**src/rtl/phase_burst_controller_pkg.sv**
```systemverilog
// Shared types and defaults for the phase accumulator burst sequencer.
`ifndef PHASE_BURST_CONTROLLER_PKG_SV
`define PHASE_BURST_CONTROLLER_PKG_SV
package phase_burst_controller_pkg;

    localparam int DEF_CNT_W   = 16;
    localparam int DEF_ANGLE_W = 24;

    localparam logic [1:0] ENC_IDLE     = 2'd0;
    localparam logic [1:0] ENC_RUN      = 2'd1;
    localparam logic [1:0] ENC_STOPPING = 2'd2;
    localparam logic [1:0] ENC_DONE     = 2'd3;

    typedef enum logic [1:0] {
        ST_IDLE     = ENC_IDLE,
        ST_RUN      = ENC_RUN,
        ST_STOPPING = ENC_STOPPING,
        ST_DONE     = ENC_DONE
    } state_t;

endpackage
`endif

```
**src/rtl/phase_burst_controller_wrap.sv**
```systemverilog
// Detects accumulator angle wrap-around by comparing against the previous valid sample.
module phase_wrap_detector
    import phase_burst_controller_pkg::*;
#(
    parameter int ANGLE_W = DEF_ANGLE_W
) (
    input  logic               i_clk,
    input  logic               i_arst_n,
    input  logic               i_clear,
    input  logic [ANGLE_W-1:0] i_angle,
    input  logic               i_angle_valid,
    output logic               o_wrap
);

    logic [ANGLE_W-1:0] prev_angle;
    logic               prev_valid;

    always_ff @(posedge i_clk or negedge i_arst_n) begin
        if (!i_arst_n) begin
            prev_angle <= '0;
            prev_valid <= 1'b0;
        end else begin
            prev_angle <= i_angle;
            prev_valid <= i_angle_valid & ~i_clear;
        end
    end

    // Step is below half scale, so any decrease between valid samples is a wrap.
    assign o_wrap = i_angle_valid & prev_valid & (i_angle < prev_angle);

endmodule

```
**src/rtl/phase_burst_controller.sv**
```systemverilog
// Sequences the phase accumulator: continuous or N-period bursts, graceful stop, abort.
module phase_burst_controller
    import phase_burst_controller_pkg::*;
#(
    parameter int CNT_W   = DEF_CNT_W,
    parameter int ANGLE_W = DEF_ANGLE_W
) (
    input  logic               i_clk,
    input  logic               i_arst_n,
    input  logic               i_start,
    input  logic               i_stop,
    input  logic               i_abort,
    input  logic               i_mode,
    input  logic [CNT_W-1:0]   i_burst_len,
    input  logic [ANGLE_W-1:0] i_phase_offset,
    input  logic [ANGLE_W-1:0] i_angle,
    input  logic               i_angle_valid,
    output logic               o_acc_enable,
    output logic [ANGLE_W-1:0] o_acc_offset,
    output logic               o_busy,
    output logic               o_done,
    output logic [CNT_W-1:0]   o_period_cnt
);

    // state    | meaning
    // IDLE     | waiting for an accepted start
    // RUN      | accumulator enabled, counting periods
    // STOPPING | stop requested, finishing the current period
    // DONE     | one-cycle completion pulse

    state_t             state_q, state_d;
    logic               mode_q;
    logic [CNT_W-1:0]   burst_len_q;
    logic               start_ok;
    logic               active;
    logic               wrap;
    logic               count_en;
    logic [CNT_W-1:0]   cnt_inc;

    phase_wrap_detector #(
        .ANGLE_W (ANGLE_W)
    ) u_wrap (
        .i_clk         (i_clk),
        .i_arst_n      (i_arst_n),
        .i_clear       (start_ok),
        .i_angle       (i_angle),
        .i_angle_valid (i_angle_valid),
        .o_wrap        (wrap)
    );

    assign start_ok = (state_q == ST_IDLE) & i_start & ~i_stop & ~i_abort
                    & (~i_mode | (i_burst_len != '0));
    assign active   = (state_q == ST_RUN) | (state_q == ST_STOPPING);
    assign count_en = active & wrap & ~i_abort;
    assign cnt_inc  = (&o_period_cnt) ? o_period_cnt : o_period_cnt + 1'b1;

    always_ff @(posedge i_clk or negedge i_arst_n) begin
        if (!i_arst_n) begin
            state_q <= ST_IDLE;
        end else begin
            state_q <= state_d;
        end
    end

    always_comb begin
        state_d = state_q;
        case (state_q)
            ST_IDLE: begin
                if (start_ok) state_d = ST_RUN;
            end
            ST_RUN: begin
                if (i_abort)
                    state_d = ST_IDLE;
                else if (wrap && (i_stop || (mode_q && cnt_inc == burst_len_q)))
                    state_d = ST_DONE;
                else if (i_stop)
                    state_d = ST_STOPPING;
            end
            ST_STOPPING: begin
                if (i_abort)
                    state_d = ST_IDLE;
                else if (wrap)
                    state_d = ST_DONE;
            end
            ST_DONE: state_d = ST_IDLE;
            default: state_d = ST_IDLE;
        endcase
    end

    // Outputs are registered from the next state so they line up with the state register.
    always_ff @(posedge i_clk or negedge i_arst_n) begin
        if (!i_arst_n) begin
            o_acc_enable <= 1'b0;
            o_busy       <= 1'b0;
            o_done       <= 1'b0;
            o_acc_offset <= '0;
            o_period_cnt <= '0;
            mode_q       <= 1'b0;
            burst_len_q  <= '0;
        end else begin
            o_acc_enable <= (state_d == ST_RUN) || (state_d == ST_STOPPING);
            o_busy       <= (state_d != ST_IDLE);
            o_done       <= (state_d == ST_DONE);
            if (start_ok) begin
                o_acc_offset <= i_phase_offset;
                mode_q       <= i_mode;
                burst_len_q  <= i_burst_len;
                o_period_cnt <= '0;
            end else if (count_en) begin
                o_period_cnt <= cnt_inc;
            end
        end
    end

endmodule

```
**config.mk**
```make
export PLATFORM = sky130hd
export DESIGN_NAME = phase_burst_controller
export DESIGN_NICKNAME = d
export VERILOG_FILES = /design/src/rtl/phase_burst_controller_pkg.sv /design/src/rtl/phase_burst_controller_wrap.sv /design/src/rtl/phase_burst_controller.sv
export SDC_FILE = /design/constraint.sdc
export NUM_CORES = 1
export LEC_CHECK = 0
export BUFFER_PORTS_ARGS = -buffer_cell sky130_fd_sc_hd__buf_2
export CORE_ASPECT_RATIO = 1.25
export CORE_MARGIN = 3
export CORE_UTILIZATION = 54
export DETAILED_ROUTE_END_ITERATION = 7
export PLACE_DENSITY = 0.81
export SLEW_MARGIN = 20
export SYNTH_ARGS = -nofsm -noshare
export SYNTH_HDL_FRONTEND = slang
export SYNTH_HIERARCHICAL = 1
export SYNTH_SLANG_ARGS = --single-unit
```
**constraint.sdc**
```tcl
create_clock -name i_clk -period 3.75 [get_ports i_clk]
set_input_delay 0.375 -clock i_clk [delete_from_list [all_inputs] [get_ports i_clk]]
set_output_delay 0.375 -clock i_clk [all_outputs]
set_load 0.01 [all_outputs]
```
==> results of run 1 <==
-- logic make-up (layout without fill, tap and decap cells) --
family,count (synthesis),count (layout)
AND/OR/NAND/NOR,251,251
AO/OA/AOI/OAI,71,71
multiplexers,2,2
XOR/XNOR,25,25
buffers and inverters,51,169
flip-flops,87,87
adder cells (fa/ha/maj),29,29
-- per-layer routing --
layer,vias up,track usage (%)
met2,170,39.7
met5,-,0
li1,1974,-
met1,1919,30.3
met3,26,4.12
met4,0,12.4
-- worst max-delay path: stages (launching register included) --
cell	delay, ns
dfrtp_1	0.33
inv_1	0.04
ha_1	0.29
a21oi_2	0.12
nor2_1	0.06
a211oi_2	0.19
o2111ai_1	0.17
a2111oi_2	0.46
nand2_1	0.09
nor4_1	0.24
o2111ai_1	0.15
or4_4	0.57
o31a_1	0.30
ha_1	0.26
-- cell usage after synthesis (all sizes together), types with 2 or more instances --
master / instances
or3: 4
o21a: 4
nor3: 10
o22ai: 2
a21o: 4
dfrtp: 87
a211oi: 6
and2: 2
o31a: 2
inv: 30
o21ai: 15
or2: 4
and3: 6
nor2: 26
or4: 2
nand4: 13
nand2: 145
nor4: 7
a2111oi: 2
xnor2: 19
a311oi: 2
buf: 6
nor2b: 9
nand3: 13
o2111ai: 3
clkbuf: 15
a21oi: 19
nand2b: 4
o31ai: 3
ha: 29
o211ai: 2
xor2: 6
nor3b: 2
-- power by group through the flow --
| stage | registers [uW] | clock network [uW] | logic, uW |
|---|---|---|---|
| after floorplan | 1440 | 0 | 505 |
| after global placement | 1390 | 0 | 886 |
| after detailed placement | 1400 | 0 | 928 |
| after CTS | 1390 | 680 | 927 |
| after global routing | 1420 | 722 | 1040 |
| final | 1390 | 662 | 917 |
-- flip-flops by register name (all words and copies together), names as in the netlist --
name	count
o_acc_enable	1
o_busy	1
mode_q	1
state_q	2
o_acc_offset	24
burst_len_q	16
o_period_cnt	16
u_wrap/prev_angle	24
u_wrap/prev_valid	1
o_done	1
-- metrics by stage --
stage	hold WS, ns	power [uW]	std cells
6_report	0.0444	2970	731
5_1_grt	0.0978	3180	731
4_1_cts	0.117	3000	731
3_5_place_dp	0.461	2330	715
3_3_place_gp	0.454	2280	715
2_1_floorplan	0.0794	1940	516
-- timing repair --
item | 4_1_cts | 5_1_grt
resized for setup | 0 | 1
setup endpoints to repair | 0 | 3
setup buffers | 0 | 0
-- worst max-delay path by stage --
| stage | to | slack, ns | cells after the start |
|---|---|---|---|
| floorplan | o_acc_enable | 0.27 | 12 |
| detailed placement | o_acc_enable | 0.12 | 13 |
| global placement | o_acc_enable | 0.22 | 13 |
| CTS | o_acc_enable | 0.26 | 13 |
| global route | o_acc_enable | 0.02 | 13 |
| finish | o_acc_enable | 0.36 | 13 |
-- cell type report --
class                   instances  area [um^2]
repair buffers                123          647
inverters                      30          113
flip-flops and latches         87         2180
multi-input cells             378         2260
clock inverters                 2         38.8
well taps                      97          121
fillers                       662         2760
clock buffers                  14          163
==> key figures, run 1 <==
Outcome
  – Status: completed

Floorplanning
  – Rows: 37
  – CORE AREA: roughly 8300 um^2
  – Die span in y: about 110 um
  – Die Area: between 9000 and 10000 um^2
  – Starting density of the core: between 50% and 60%
  – Die Wd: roughly 90 um
  – Ports: 114

Synthesis
  – Yosys warnings: 6
  – Syn nets: a little over 600
  – Mapped Cells: 516
  – Sequential area share after synthesis: a little under half
  – Xor-xnor portion of the synthesized cell area: around 4.7%
  – Post-synthesis cell type count: 59
  – Netlist Area Pre-Place: around 4600 um^2
  – Synth Area in Compound Gates: between 10% and 20%
  – Area fraction of the dominant cell type after synthesis: 47.0%
  – Number of enable flip-flop cells after synthesis: 0
  – FFs w/ async S/R, synth: 100%
  – Post-Synth Adder-Cell Area: between 7 and 8%
  – Top cells by area, synth: dfrtp_1 (47%), nand2_1 (12%), ha_1 (7.8%), xnor2_1 (3.6%), inv_1 (2.3%)
  – Largest family of logic cells by synthesized area: simple AND/OR/NAND/NOR gates
  – Synth area leader: dfrtp_1
  – Mean Syn Cell Area: approximately 9.0 um^2
  – Post-synth top flop: dfrtp_1
  – Mux contribution to synthesized area: less than 1%
  – #FFs+latches synth: slightly below 90
  – Simple-gate share of the synthesized area: approximately 25%

Timing
  – Slew headroom: between 30% and 40%
  – Slew at the pin closest to its max-slew limit: between 0.9 and 1 ns
  – Final min period: 3.39 ns
  – Fmax: ~300 MHz
  – Hold Fails Final Rpt: 0
  – Final period util: 90.4%
  – Final WS setup: 0.360 ns
  – Fin Setup TNS: 0 ns
  – Unrepaired setup endpoints after global routing: no
  – Max-slew violations: 0
  – Setup Skew: about 0.012 ns
  – Final setup violating endpoints: 0

Global routing
  – First-pass GRT wire length: approximately 18 mm
  – Largest net degree at the start of global routing: 88
  – Antenna violations before repair: 0
  – GRT Overall Usage: ~24%
  – Vias in the first global route: 4065
  – Grt ovf: 0

Power and ir drop
  – Seq pwr share: between 40% and 50%
  – Peak VDD IR: about 0.00032 V
  – P per Cell Area: between 500 and 600 nW/um^2
  – Logic pwr share: 30.9%
  – Sw power: a little over 1000 uW
  – Power share of the clock group: between 20% and 30%
  – Power Internal: 1950 uW
  – Switching Fraction: 34.1%
  – Leak Pwr: 0.00285 uW

Clocking
  – H-tree depth: 3
  – Reg clk slew, reported paths: ~0.08 ns
  – Clock latency on the worst-skew pair: 0.36 ns
  – Clock sink count: between 80 and 90
  – CTS root buffer: clkbuf_8
  – CTS Hold Bufs: 0
  – Max Root-Sink Buffers: 2
  – Cts bufs inserted: 9
  – CTS tree: done

Routing
  – Wl on met1: between 4 and 5 mm
  – Max Used Layer: met4
  – Via count: 4089
  – Wirelength per Cell: between 15 and 20 um
  – Met3 WL: roughly 740 um
  – Routed wl met2: around 5.4 mm
  – Iteration-0 DRC Markers: between 200 and 250
  – Final ANT Viol Nets: 0
  – Via density: 5.59
  – Drt drc: 0
  – Routed WL: about 11 mm
  – Drt pass-1 iters: 6

Run
  – Max-capacitance violation count: 0

Worst setup path
  – Reg-to-Reg End: o_acc_enable
  – Crit end category: flip-flop
  – FF-to-FF Start: u_wrap/prev_angle[9]
  – R2R cell count: 13
  – Critical path class: reg -> reg
  – CP Launch Type: flip-flop
  – CP Max Fanout: 4
  – Crit path from: u_wrap/prev_angle[9]
  – CP Data Required Time: 3.99 ns
  – Data arrival, critical path: between 3 and 4 ns
  – Reg2Reg Setup Slack: about 0.36 ns

Layout
  – Final instance area: around 5500 um^2
  – Most frequent cells in the layout: nand2_1 (145), buf_2 (112), dfrtp_1 (87)
  – Layout cells sized above 1: 24.0%
  – Most common cell after layout, fill and taps aside: nand2_1
  – Synthesis-to-layout area growth: 19.2%
  – Final nets: roughly 730
  – Post-Route Utilization: around 67%
  – Ant. Diodes: 0

Min path
  – Hold Crit Class: in -> async

Placement
  – Pre-CTS setup slack: between 0.1 and 0.15 ns
  – Area of placed instances: around 5300 um^2
  – Hpwl dp: between 8 and 9 mm
  – Port-buffer cells: between 100 and 150
  – GP Congestion: a little over 0.9
No activity file was read; power rests on OpenSTA's default activity.
==> inputs of run 2 (changes only) <==
SYNTH_HIERARCHICAL = unset   (was 1)
==> key figures, run 2 <==
Worst setup path
  – CP Cell Sequence: ha_1, and4_1, nand4_2, buf_4, nor3_1, a31oi_1, nor3_1, o2111ai_1, or4_4, a31o_1, ha_1
  – Crit path max-delay family: simple AND/OR/NAND/NOR gates
  – CP Max Fanout: 9
  – CP bufs+invs: 1
  – Reg2Reg Setup Slack: 0.43 ns
  – Crit end category: flip-flop
  – FF-to-FF Start: o_period_cnt[0]
  – Slowest CP cell: or4_4
  – R2R cell count: 11
  – Reg-to-Reg End: o_acc_enable
  – End point of the critical path: o_acc_enable
  – Critical path class: reg -> reg
  – Slowest stage delay, CP: around 0.52 ns
  – CP Launch Type: flip-flop
  – Crit path from: o_period_cnt[0]
  – CP Depth: 11
  – CP Data Required Time: 3.99 ns
  – Data arrival, critical path: approximately 3.6 ns

Placement
  – Port-buffer cells: 113
  – Placed insts: 692
  – GP Congestion: just under 0.9
  – Hpwl dp: 7.93 mm
  – Area of placed instances: 5200 um^2

Layout
  – Non-filler cells in the finished layout: around 710
  – Layout cells sized above 1: a little under a quarter
  – Ant. Diodes: 0
  – Final nets: between 700 and 800
  – Most common cell after layout, fill and taps aside: nand2_1
  – Synthesis-to-layout area growth: 18.3%
  – Final instance area: around 5400 um^2
  – Filler cells: roughly 670
  – Most frequent cells in the layout: nand2_1 (148), buf_2 (112), dfrtp_1 (87)
  – Post-Route Utilization: between 60% and 70%
  – Biggest regs: o_acc_offset (24), u_wrap.prev_angle (24)

Routing
  – Final ANT Viol Nets: 0
  – Iteration-0 DRC Markers: 174
  – Via density: roughly 5.4
  – Met3 WL: 624 um
  – Wl on met1: ~4.6 mm
  – Routed WL: 10.6 mm
  – Wirelength per Cell: 15.0 um
  – Via count: around 3800
  – Drt pass-1 iters: 5
  – Routed wl met2: approximately 5.2 mm
  – Drt drc: 0
  – Max Used Layer: met4

Global routing
  – First-pass GRT wire length: 17.8 mm
  – Largest net degree at the start of global routing: 88
  – Grt ovf: 0
  – GRT Overall Usage: a little under a quarter
  – Vias in the first global route: just under 4000
  – Antenna violations before repair: 0

Run
  – Max-capacitance violation count: 0

Synthesis
  – Sequential area share after synthesis: a little under half
  – Post-synthesis cell type count: 53
  – Syn nets: 600
  – Count leader, synth: nand2_1
  – Synth cell count leaders: nand2_1 (148), dfrtp_1 (87), inv_1 (35), ha_1 (29), nor2_1 (22)
  – FFs w/ async S/R, synth: 100%
  – Post-synth top flop: dfrtp_1
  – #FFs+latches synth: 87
  – Netlist Area Pre-Place: roughly 4600 um^2
  – Mapped Cells: 500
  – Area fraction of the dominant cell type after synthesis: between 40% and 50%
  – Mean Syn Cell Area: 9.15 um^2
  – Number of enable flip-flop cells after synthesis: 0
  – Yosys warnings: 0
  – Synth area leader: dfrtp_1
  – Top cells by area, synth: dfrtp_1 (48%), nand2_1 (12%), ha_1 (7.9%), inv_1 (2.9%), xor2_1 (2.9%)

Clocking
  – Post-CTS Setup Bufs: 0
  – CTS tree: done
  – H-tree depth: 3
  – Reg clk slew, reported paths: approximately 0.09 ns
  – Cts bufs inserted: 9
  – Clock sink count: 87
  – CTS root buffer: clkbuf_8
  – CTS Hold Bufs: 0
  – Clock latency on the worst-skew pair: ~0.35 ns
  – Post_cts resized: 0
  – Max Root-Sink Buffers: 2

Power and ir drop
  – Peak VDD IR: 0.000277 V
  – Leak Pwr: ~0.0028 uW
  – P per Cell Area: ~400 nW/um^2

Timing
  – Final setup violating endpoints: 0
  – Max-slew violations: 0
  – Final period util: around nine tenths
  – Unrepaired setup endpoints after global routing: no
  – Fin Setup TNS: 0 ns
  – Hold Fails Final Rpt: 0
  – Fmax: approximately 300 MHz
  – Setup Skew: around 0.010 ns
  – Slew at the pin closest to its max-slew limit: 0.780 ns
  – Slew headroom: 48.0%
  – Final min period: 3.32 ns
  – Hold slack: between 0.06 and 0.07 ns

Floorplanning
  – Die Wd: 88.3 um
  – Die Area: 9620 um^2
  – Starting density of the core: between 50% and 60%
  – Rows: 36
  – Die span in y: 109 um
  – CORE AREA: around 8000 um^2
  – Ports: between 100 and 150

Min path
  – Hold Crit Class: in -> async

Outcome
  – Status: completed
-- run 2: cell count changes after synthesis, moves of 4 or more --
cell / before / now
o21ai_0: 14 / 9
nor2_1: 26 / 22
a31oi_1: 1 / 6
xnor2_1: 19 / 14
xor2_1: 6 / 15
nor2b_1: 9 / 4
inv_1: 29 / 35
-- run 2: worst min-delay path by stage --
stage / startpoint / to / slack (ns) / cells after the start
6_report: i_arst_n / u_wrap.prev_angle[8] / 0.06 / 1
5_1_grt: i_arst_n / u_wrap.prev_angle[8] / 0.11 / 1
4_1_cts: i_angle[0] / u_wrap.prev_angle[0] / 0.12 / 1
3_5_place_dp: o_acc_offset[21] / o_acc_offset[21] / 0.46 / 2
3_3_place_gp: o_acc_offset[16] / o_acc_offset[16] / 0.45 / 2
2_1_floorplan: i_arst_n / burst_len_q[0] / 0.08 / 0
-- run 2: cell type report --
type                       instances  area (um^2)  area share [%]
clock buffer                      12          155            2.87
clock inverter                     4         52.6           0.970
inverter                          35          131            2.43
multi-input combinational        358         2180            40.2
sequential                        87         2180            40.2
tap                               95          119            2.20
timing repair buffer             117          602            11.1
-- run 2: per-layer routing --
layer / GRT usage, % / vias to the layer above
li1: - / 1897
met1: 30.4 / 1773
met2: 38.6 / 117
met3: 6.27 / 17
met4: 7.34 / 0
met5: 0 / -
-- run 2: per-stage QoR --
| step | setup slack [ns] | total power [uW] |
|---|---|---|
| global route | 0.205 | 2360 |
| global placement | 0.589 | 1550 |
| finish | 0.428 | 2220 |
| detailed placement | 0.441 | 1570 |
| CTS | 0.432 | 2250 |
| floorplan | 0.765 | 1380 |
-- run 2: logic make-up (layout without fill, tap and decap cells) --
logic type / after synthesis / count (layout) / synth area share (%)
AND/OR/NAND/NOR: 236 / 236 / 23.3
multiplexers: 1 / 1 / 0.219
flip-flops: 87 / 87 / 47.6
AO/OA/AOI/OAI: 63 / 63 / 10.3
adder cells (fa/ha/maj): 29 / 29 / 7.93
XOR/XNOR: 29 / 29 / 5.55
buffers and inverters: 55 / 168 / 5.11
-- run 2: report_power, final --
part	switching [uW]	internal [uW]	total, uW
Clock	325	347	672
Combinational	241	185	426
Sequential	75.6	1050	1130
